**src/rtl/add_sub32.sv**
```systemverilog
// Registered 32-bit adder/subtractor built from 4-bit carry-lookahead blocks.
// Optional signed-overflow output V is compiled in with ADD_SUB_32_OVF_EN.
module add_sub32 (
  input  logic        clk,
  input  logic        rst_n,
  input  logic [31:0] A,
  input  logic [31:0] B,
  input  logic        Ci,
  input  logic        Subtract,
  output logic [31:0] S,
  output logic        Co
`ifdef ADD_SUB_32_OVF_EN
  ,
  output logic        V
`endif
);

  logic [31:0] b_eff;
  logic [31:0] gen;
  logic [31:0] prop;
  logic [32:0] carry;
  logic [31:0] s_d, s_q;
  logic        co_d, co_q;

  always_comb begin
    b_eff    = B ^ {32{Subtract}};
    gen      = A & b_eff;
    prop     = A ^ b_eff;
    carry    = '0;
    carry[0] = Ci ^ Subtract;
    // Each block derives its internal carries from the block carry-in only.
    for (int unsigned blk = 0; blk < 8; blk++) begin
      carry[4*blk+1] = gen[4*blk] | (prop[4*blk] & carry[4*blk]);
      carry[4*blk+2] = gen[4*blk+1]
                     | (prop[4*blk+1] & gen[4*blk])
                     | (prop[4*blk+1] & prop[4*blk] & carry[4*blk]);
      carry[4*blk+3] = gen[4*blk+2]
                     | (prop[4*blk+2] & gen[4*blk+1])
                     | (prop[4*blk+2] & prop[4*blk+1] & gen[4*blk])
                     | (prop[4*blk+2] & prop[4*blk+1] & prop[4*blk] & carry[4*blk]);
      carry[4*blk+4] = gen[4*blk+3]
                     | (prop[4*blk+3] & gen[4*blk+2])
                     | (prop[4*blk+3] & prop[4*blk+2] & gen[4*blk+1])
                     | (prop[4*blk+3] & prop[4*blk+2] & prop[4*blk+1] & gen[4*blk])
                     | (prop[4*blk+3] & prop[4*blk+2] & prop[4*blk+1] & prop[4*blk]
                        & carry[4*blk]);
    end
    s_d  = prop ^ carry[31:0];
    co_d = carry[32];
  end

  always_ff @(posedge clk) begin
    if (!rst_n) begin
      s_q  <= '0;
      co_q <= 1'b0;
    end else begin
      s_q  <= s_d;
      co_q <= co_d;
    end
  end

  assign S  = s_q;
  assign Co = co_q;

`ifdef ADD_SUB_32_OVF_EN
  logic v_d, v_q;

  always_comb v_d = carry[31] ^ carry[32];

  always_ff @(posedge clk) begin
    if (!rst_n) v_q <= 1'b0;
    else        v_q <= v_d;
  end

  assign V = v_q;
`endif

endmodule

```
**config.mk**
```make
export PLATFORM = sky130hd
export DESIGN_NAME = add_sub32
export DESIGN_NICKNAME = d
export VERILOG_FILES = /design/src/rtl/add_sub32.sv
export SDC_FILE = /design/constraint.sdc
export NUM_CORES = 1
export LEC_CHECK = 0
export CORE_MARGIN = 2
export CORE_UTILIZATION = 40
export CTS_CLUSTER_DIAMETER = 40
export DETAILED_ROUTE_END_ITERATION = 10
export DONT_BUFFER_PORTS = 1
export GPL_TIMING_DRIVEN = 1
export SLEW_MARGIN = 0
export SYNTH_ARGS = -nofsm -noshare
export SYNTH_HDL_FRONTEND = slang
export SYNTH_SLANG_ARGS = --single-unit
```
**constraint.sdc**
```tcl
create_clock -name clk -period 3.9 [get_ports clk]
set_clock_uncertainty 0.2 [all_clocks]
set_input_delay 0.585 -clock clk [delete_from_list [all_inputs] [get_ports clk]]
set_output_delay 0.585 -clock clk [all_outputs]
set_load 0.02 [all_outputs]
```
# Yosys cells after proc, flatten, opt, wreduce, memory -nomap -nowiden
# Index checks and enable logic that the tools add are counted.
[word_totals] register_bits=33 output_inout_bits=33 in_bits=68 word_cells=215
[classes] bitwise_logic=213
[op_table] op="1-bit AND" count=128
[op_table] op="32-bit bitwise XOR" count=3
[op_table] op="1-bit OR" count=80
[op_table] op="32-bit AND" count=1
[op_table] op="1-bit bitwise XOR" count=1

# Depth between registers and ports, before layout
[logic_depth] depth_word=22 depth_mapped=14 mapped_depth_nobuf=12

# Worst setup path before layout
# No wires, ideal clock.
[synth_path] path_kind="input port to flip-flop" startpoint="input port Subtract" endpoint="register s_q[29], in the netlist S[29]" cell_stages=14 setup_ns=0.128 t_required_ns=3.572 n_path_buf=2 slack_ns=-0.049 arrival_time_ns=3.621 path_cell_list="buf_4 clkbuf_1 xor2_1 ha_1 a21oi_1 o22a_1 or3_4 a211o_1 a21oi_4 o21a_4 a21oi_1 fa_1 xor2_1 nor2_1"
[synth_via] elab_chain_len=22
[synth_lines] element="start, declared" line_no="9" rtl="input logic Subtract,"
[synth_lines] element="32-bit bitwise XOR" line_no="26" rtl="b_eff = B ^ {32{Subtract}};"
[synth_lines] element="32-bit bitwise XOR / 32-bit AND (equally long branches)" line_no="28, 27"
[synth_lines] element="1-bit AND (on tied branches)"
[synth_lines] element="1-bit OR (tied with other cells)" line_no="42" rtl="| (prop[4*blk+3] & gen[4*blk+2])"
[synth_lines] element="1-bit OR (tied with other cells)" line_no="43" rtl="| (prop[4*blk+3] & prop[4*blk+2] & gen[4*blk+1])"
[synth_lines] element="1-bit OR / 1-bit AND (equally long branches)" line_no="44, 46"
[synth_lines] element="1-bit OR" line_no="45" rtl="| (prop[4*blk+3] & prop[4*blk+2] & prop[4*blk+1] & prop[4*blk]"
[synth_lines] element="1-bit AND" line_no="46" rtl="& carry[4*blk]);"
[synth_lines] element="[... 6 more ...]"
[synth_lines] element="1-bit OR" line_no="45"
[synth_lines] element="1-bit AND" line_no="46"
[synth_lines] element="1-bit OR" line_no="45"
[synth_lines] element="1-bit AND" line_no="46"
[synth_lines] element="1-bit OR" line_no="45"
[synth_lines] element="1-bit AND" line_no="33" rtl="carry[4*blk+1] = gen[4*blk] | (prop[4*blk] & carry[4*blk]);"
[synth_lines] element="1-bit OR" line_no="33"
[synth_lines] element="32-bit bitwise XOR (*)" line_no="48" rtl="s_d = prop ^ carry[31:0];"
[synth_lines] element="end signal, assigned" line_no="54" rtl="s_q <= '0;"
[synth_lines] element="end signal, assigned" line_no="57" rtl="s_q <= s_d;"
[synth_lines] element="end, declared" line_no="22" rtl="logic [31:0] s_d, s_q;"
# Mark *: on every way between the ends. The rest lies on a longest branch, timed or not.
# A chain may end at the register's enable or synchronous reset.

# Worst setup path after layout
# Ends and elaborated chain as after synthesis.

==> results.cfg <==
[run_status]
result_of_the_run = complete, no violations

[setup_path]
cp_cell_sequence = xor2_1 > ha_1 > a21oi_1 > o22a_1 > or3_4 > a211o_1 > a21oi_4 > o21a_4 > a21oi_1 > fa_1 > xor2_1 > nor2_1
cp_slowest_stage_delay_ns = 0.41
crit_family = compound AO/OA/AOI/OAI gates
arrival_ns = 3.24
critPathMaxFanout = 33
criticalPathCategory = in -> reg
cell_at_the_slowest_stage_of_the_critical_path = sky130_fd_sc_hd__or3_4
cp-start-kind = input port
critPathCaptureType = flip-flop
cp_num_buf_inv = 0
critPathRequiredTime_ns = 3.84

[sta]
report.final.slew_viol_count = 0
relative_slew_slack_pct = 33.61
clock.fmax_mhz = 302.6
final_min_period_over_clock_period_pct = 84.74
finalSetupViolations = 0
setup_repair_after_global_routing_missed_its_margin = false
hold_ws_ns = 0.2080
final.min_clock_period_ns = 3.305
hold_viol = 0
setup_total_negative_slack_ns = 0
worst_pin_slew_ns = 0.9948

[floorplan]
std_cell_rows = 28
initial_core_util_pct = 41.88
dieArea_um2 = 6921
fp.coreArea_um2 = 5991
floorplan.die.width_um = 83.20
boundaryPins = 101
die_h_um = 83.20

[clock_tree]
cts_setup_buffers = 0
clkSinkCount = 33
post_cts_resized = 0
holdBufCountCts = 0
number_of_buffers_created_by_cts = 5
cts_tree = built
cts_htree_levels = 2
worst_setup_hold_path_clk_slew_ns = 0.07
clk_root_buffer_cell = sky130_fd_sc_hd__clkbuf_8
clock_path_buffers = 2

[finish]
syn2layout_area_growth_pct = 7.033
final_nets = 391
share_of_post_route_cells_with_drive_strength_above_1_pct = 4.225
antenna-diode-count = 0
layout.cell_area.non_filler_um2 = 2685

[synth]
ys_seq_area_share_pct = 26.33
ys_async_sr_fraction_pct = 0
post_synth_inst_count = 284
syn-cell-area_um2 = 2509
synth_area_leader_cell = sky130_fd_sc_hd__dfxtp_1
synth_enable_flop_cells = 0
syn_area_per_cell_um2 = 8.833
synth_top_cells_by_count = 44 x sky130_fd_sc_hd__xor2_1, 33 x sky130_fd_sc_hd__dfxtp_1, 32 x sky130_fd_sc_hd__ha_1, 31 x sky130_fd_sc_hd__nor2_1, 23 x sky130_fd_sc_hd__inv_1
synth_top_area_share_pct = 26.33
synthDistinctLibCells = 43
yosys_most_used_dff = sky130_fd_sc_hd__dfxtp_1
count_of_state_elements_after_synthesis = 33
yosysWarningCount = 0
count_leader_synth = sky130_fd_sc_hd__xor2_1
synth_fp_nets = 392
synthTopCellsByArea = sky130_fd_sc_hd__dfxtp_1 26%, sky130_fd_sc_hd__ha_1 16%, sky130_fd_sc_hd__xor2_1 15%

[placement]
gpl.final_weighted_congestion = 0.8140
port_buffers = 0
dp_hpwl_mm = 4.234
placedInstanceArea_um2 = 2569

[worst_hold_path]
holdPathEnd = S[2]$_SDFF_PN0_
holdPathStages = 2
hold_path.startpoint = rst_n
holdCritPathClass = in -> reg

[drt]
finalWirelength_mm = 5.354
via_per_inst = 5.173
route.detailed.wl_per_inst_um = 14.91
router_iterations_before_antenna_repair = 4
drc_errors = 0
dr_total_vias = 1857
initialDrtViolationCount = 44
postRouteAntennaNets = 0

[global_routing]
initial_antenna_violation_count = 0
wire_length_of_the_first_global_routing_pass_mm = 8.769
grt_start_max_net_pins = 34
grt_overflow_total = 0
number_of_global_route_vias_before_repair = 1883
grtUsageTotal_pct = 15.72

[pwr]
power.leakage_uw = 0.001263
power.share.clock_pct = 28.4
power_report.internal_total_uw = 772.5
switching_fraction_of_total_power_pct = 36.04
ir_worst_vdd_v = 0.0001796
total_power_density_per_cell_area_nw_per_um2 = 449.8
power.share.combinational_pct = 29.6
total_switching_power_uw = 435.3
power.share.sequential_pct = 42.0

[run]
cap_viol_max_count = 0
-- per-layer routing --
| metal | global-route usage [%] | wire [um] | vias up |
|---|---|---|---|
| met4 | 4.918 | 71 | 0 |
| met5 | 0 | 0 | - |
| li1 | - | - | 958 |
| met3 | 6.362 | 491 | 5 |
| met2 | 24.93 | 2421 | 69 |
| met1 | 19.50 | 2370 | 825 |
-- per-stage QoR --
step / power, uW / util, % / setup WS (ns) / instances
2_1_floorplan: 813.8 / - / 0.09476 / 284
3_3_place_gp: 867.6 / 42.88 / 0.3527 / 351
3_5_place_dp: 874.6 / 42.88 / 0.2943 / 351
4_1_cts: 1224 / 44.82 / 0.5953 / 359
5_1_grt: 1296 / 44.82 / 0.4538 / 359
6_report: 1208 / 44.82 / 0.5951 / 359
-- layout make-up --
class / count / area [um2]
Fill cell: 615 / 3306
Clock inverter: 1 / 30.03
Sequential cell: 33 / 660.6
Tap cell: 75 / 93.84
Clock buffer: 7 / 86.33
Inverter: 23 / 86.33
Multi-Input combinational cell: 220 / 1728
-- cell usage in the layout, fill, tap and decap left out, types with 3 or more instances in the layout --
master / count
sky130_fd_sc_hd__nand2_1: 13
sky130_fd_sc_hd__fa_1: 8
sky130_fd_sc_hd__nor2_1: 31
sky130_fd_sc_hd__or3_1: 3
sky130_fd_sc_hd__o21ai_0: 8
sky130_fd_sc_hd__nor3_1: 7
sky130_fd_sc_hd__a21oi_1: 19
sky130_fd_sc_hd__o21a_1: 5
sky130_fd_sc_hd__xor2_1: 44
sky130_fd_sc_hd__and2_1: 3
sky130_fd_sc_hd__clkbuf_8: 6
sky130_fd_sc_hd__inv_1: 23
sky130_fd_sc_hd__ha_1: 32
sky130_fd_sc_hd__dfxtp_1: 33
sky130_fd_sc_hd__xnor2_1: 3
sky130_fd_sc_hd__nand3_1: 7
sky130_fd_sc_hd__a21o_1: 7
-- power groups by stage --
stage | registers, uW | logic [uW] | clock network [uW]
final | 507 | 357 | 343
after global routing | 514 | 418 | 364
after global placement | 517 | 350 | 0
after detailed placement | 517 | 358 | 0
after floorplan | 507 | 307 | 0
after CTS | 510 | 360 | 353
-- state kept, by name (all words and copies together), names as in the netlist --
name	flops
S	32
Co	1
-- worst max path at each step --
stage / startpoint / end / slack, ns / cells after the start
5_1_grt: Subtract / S[29]$_SDFF_PN0_ / 0.45 / 12
4_1_cts: Subtract / S[29]$_SDFF_PN0_ / 0.60 / 12
2_1_floorplan: Subtract / S[29]$_SDFF_PN0_ / 0.09 / 14
3_5_place_dp: Subtract / S[29]$_SDFF_PN0_ / 0.29 / 12
6_report: Subtract / S[29]$_SDFF_PN0_ / 0.60 / 12
3_3_place_gp: Subtract / S[29]$_SDFF_PN0_ / 0.35 / 12
-- kinds of logic (layout without fill, tap and decap cells) --
group	after synthesis	count (layout)	synth area share [%]
flops	33	33	26.33
simple gates	75	75	13.97
xor+xnor	47	47	16.41
compound gates	56	56	15.36
fa+ha+maj	40	40	22.34
mux	2	2	0.7980
buf+inv	31	31	4.788
Power figures use the tool's default switching activity.
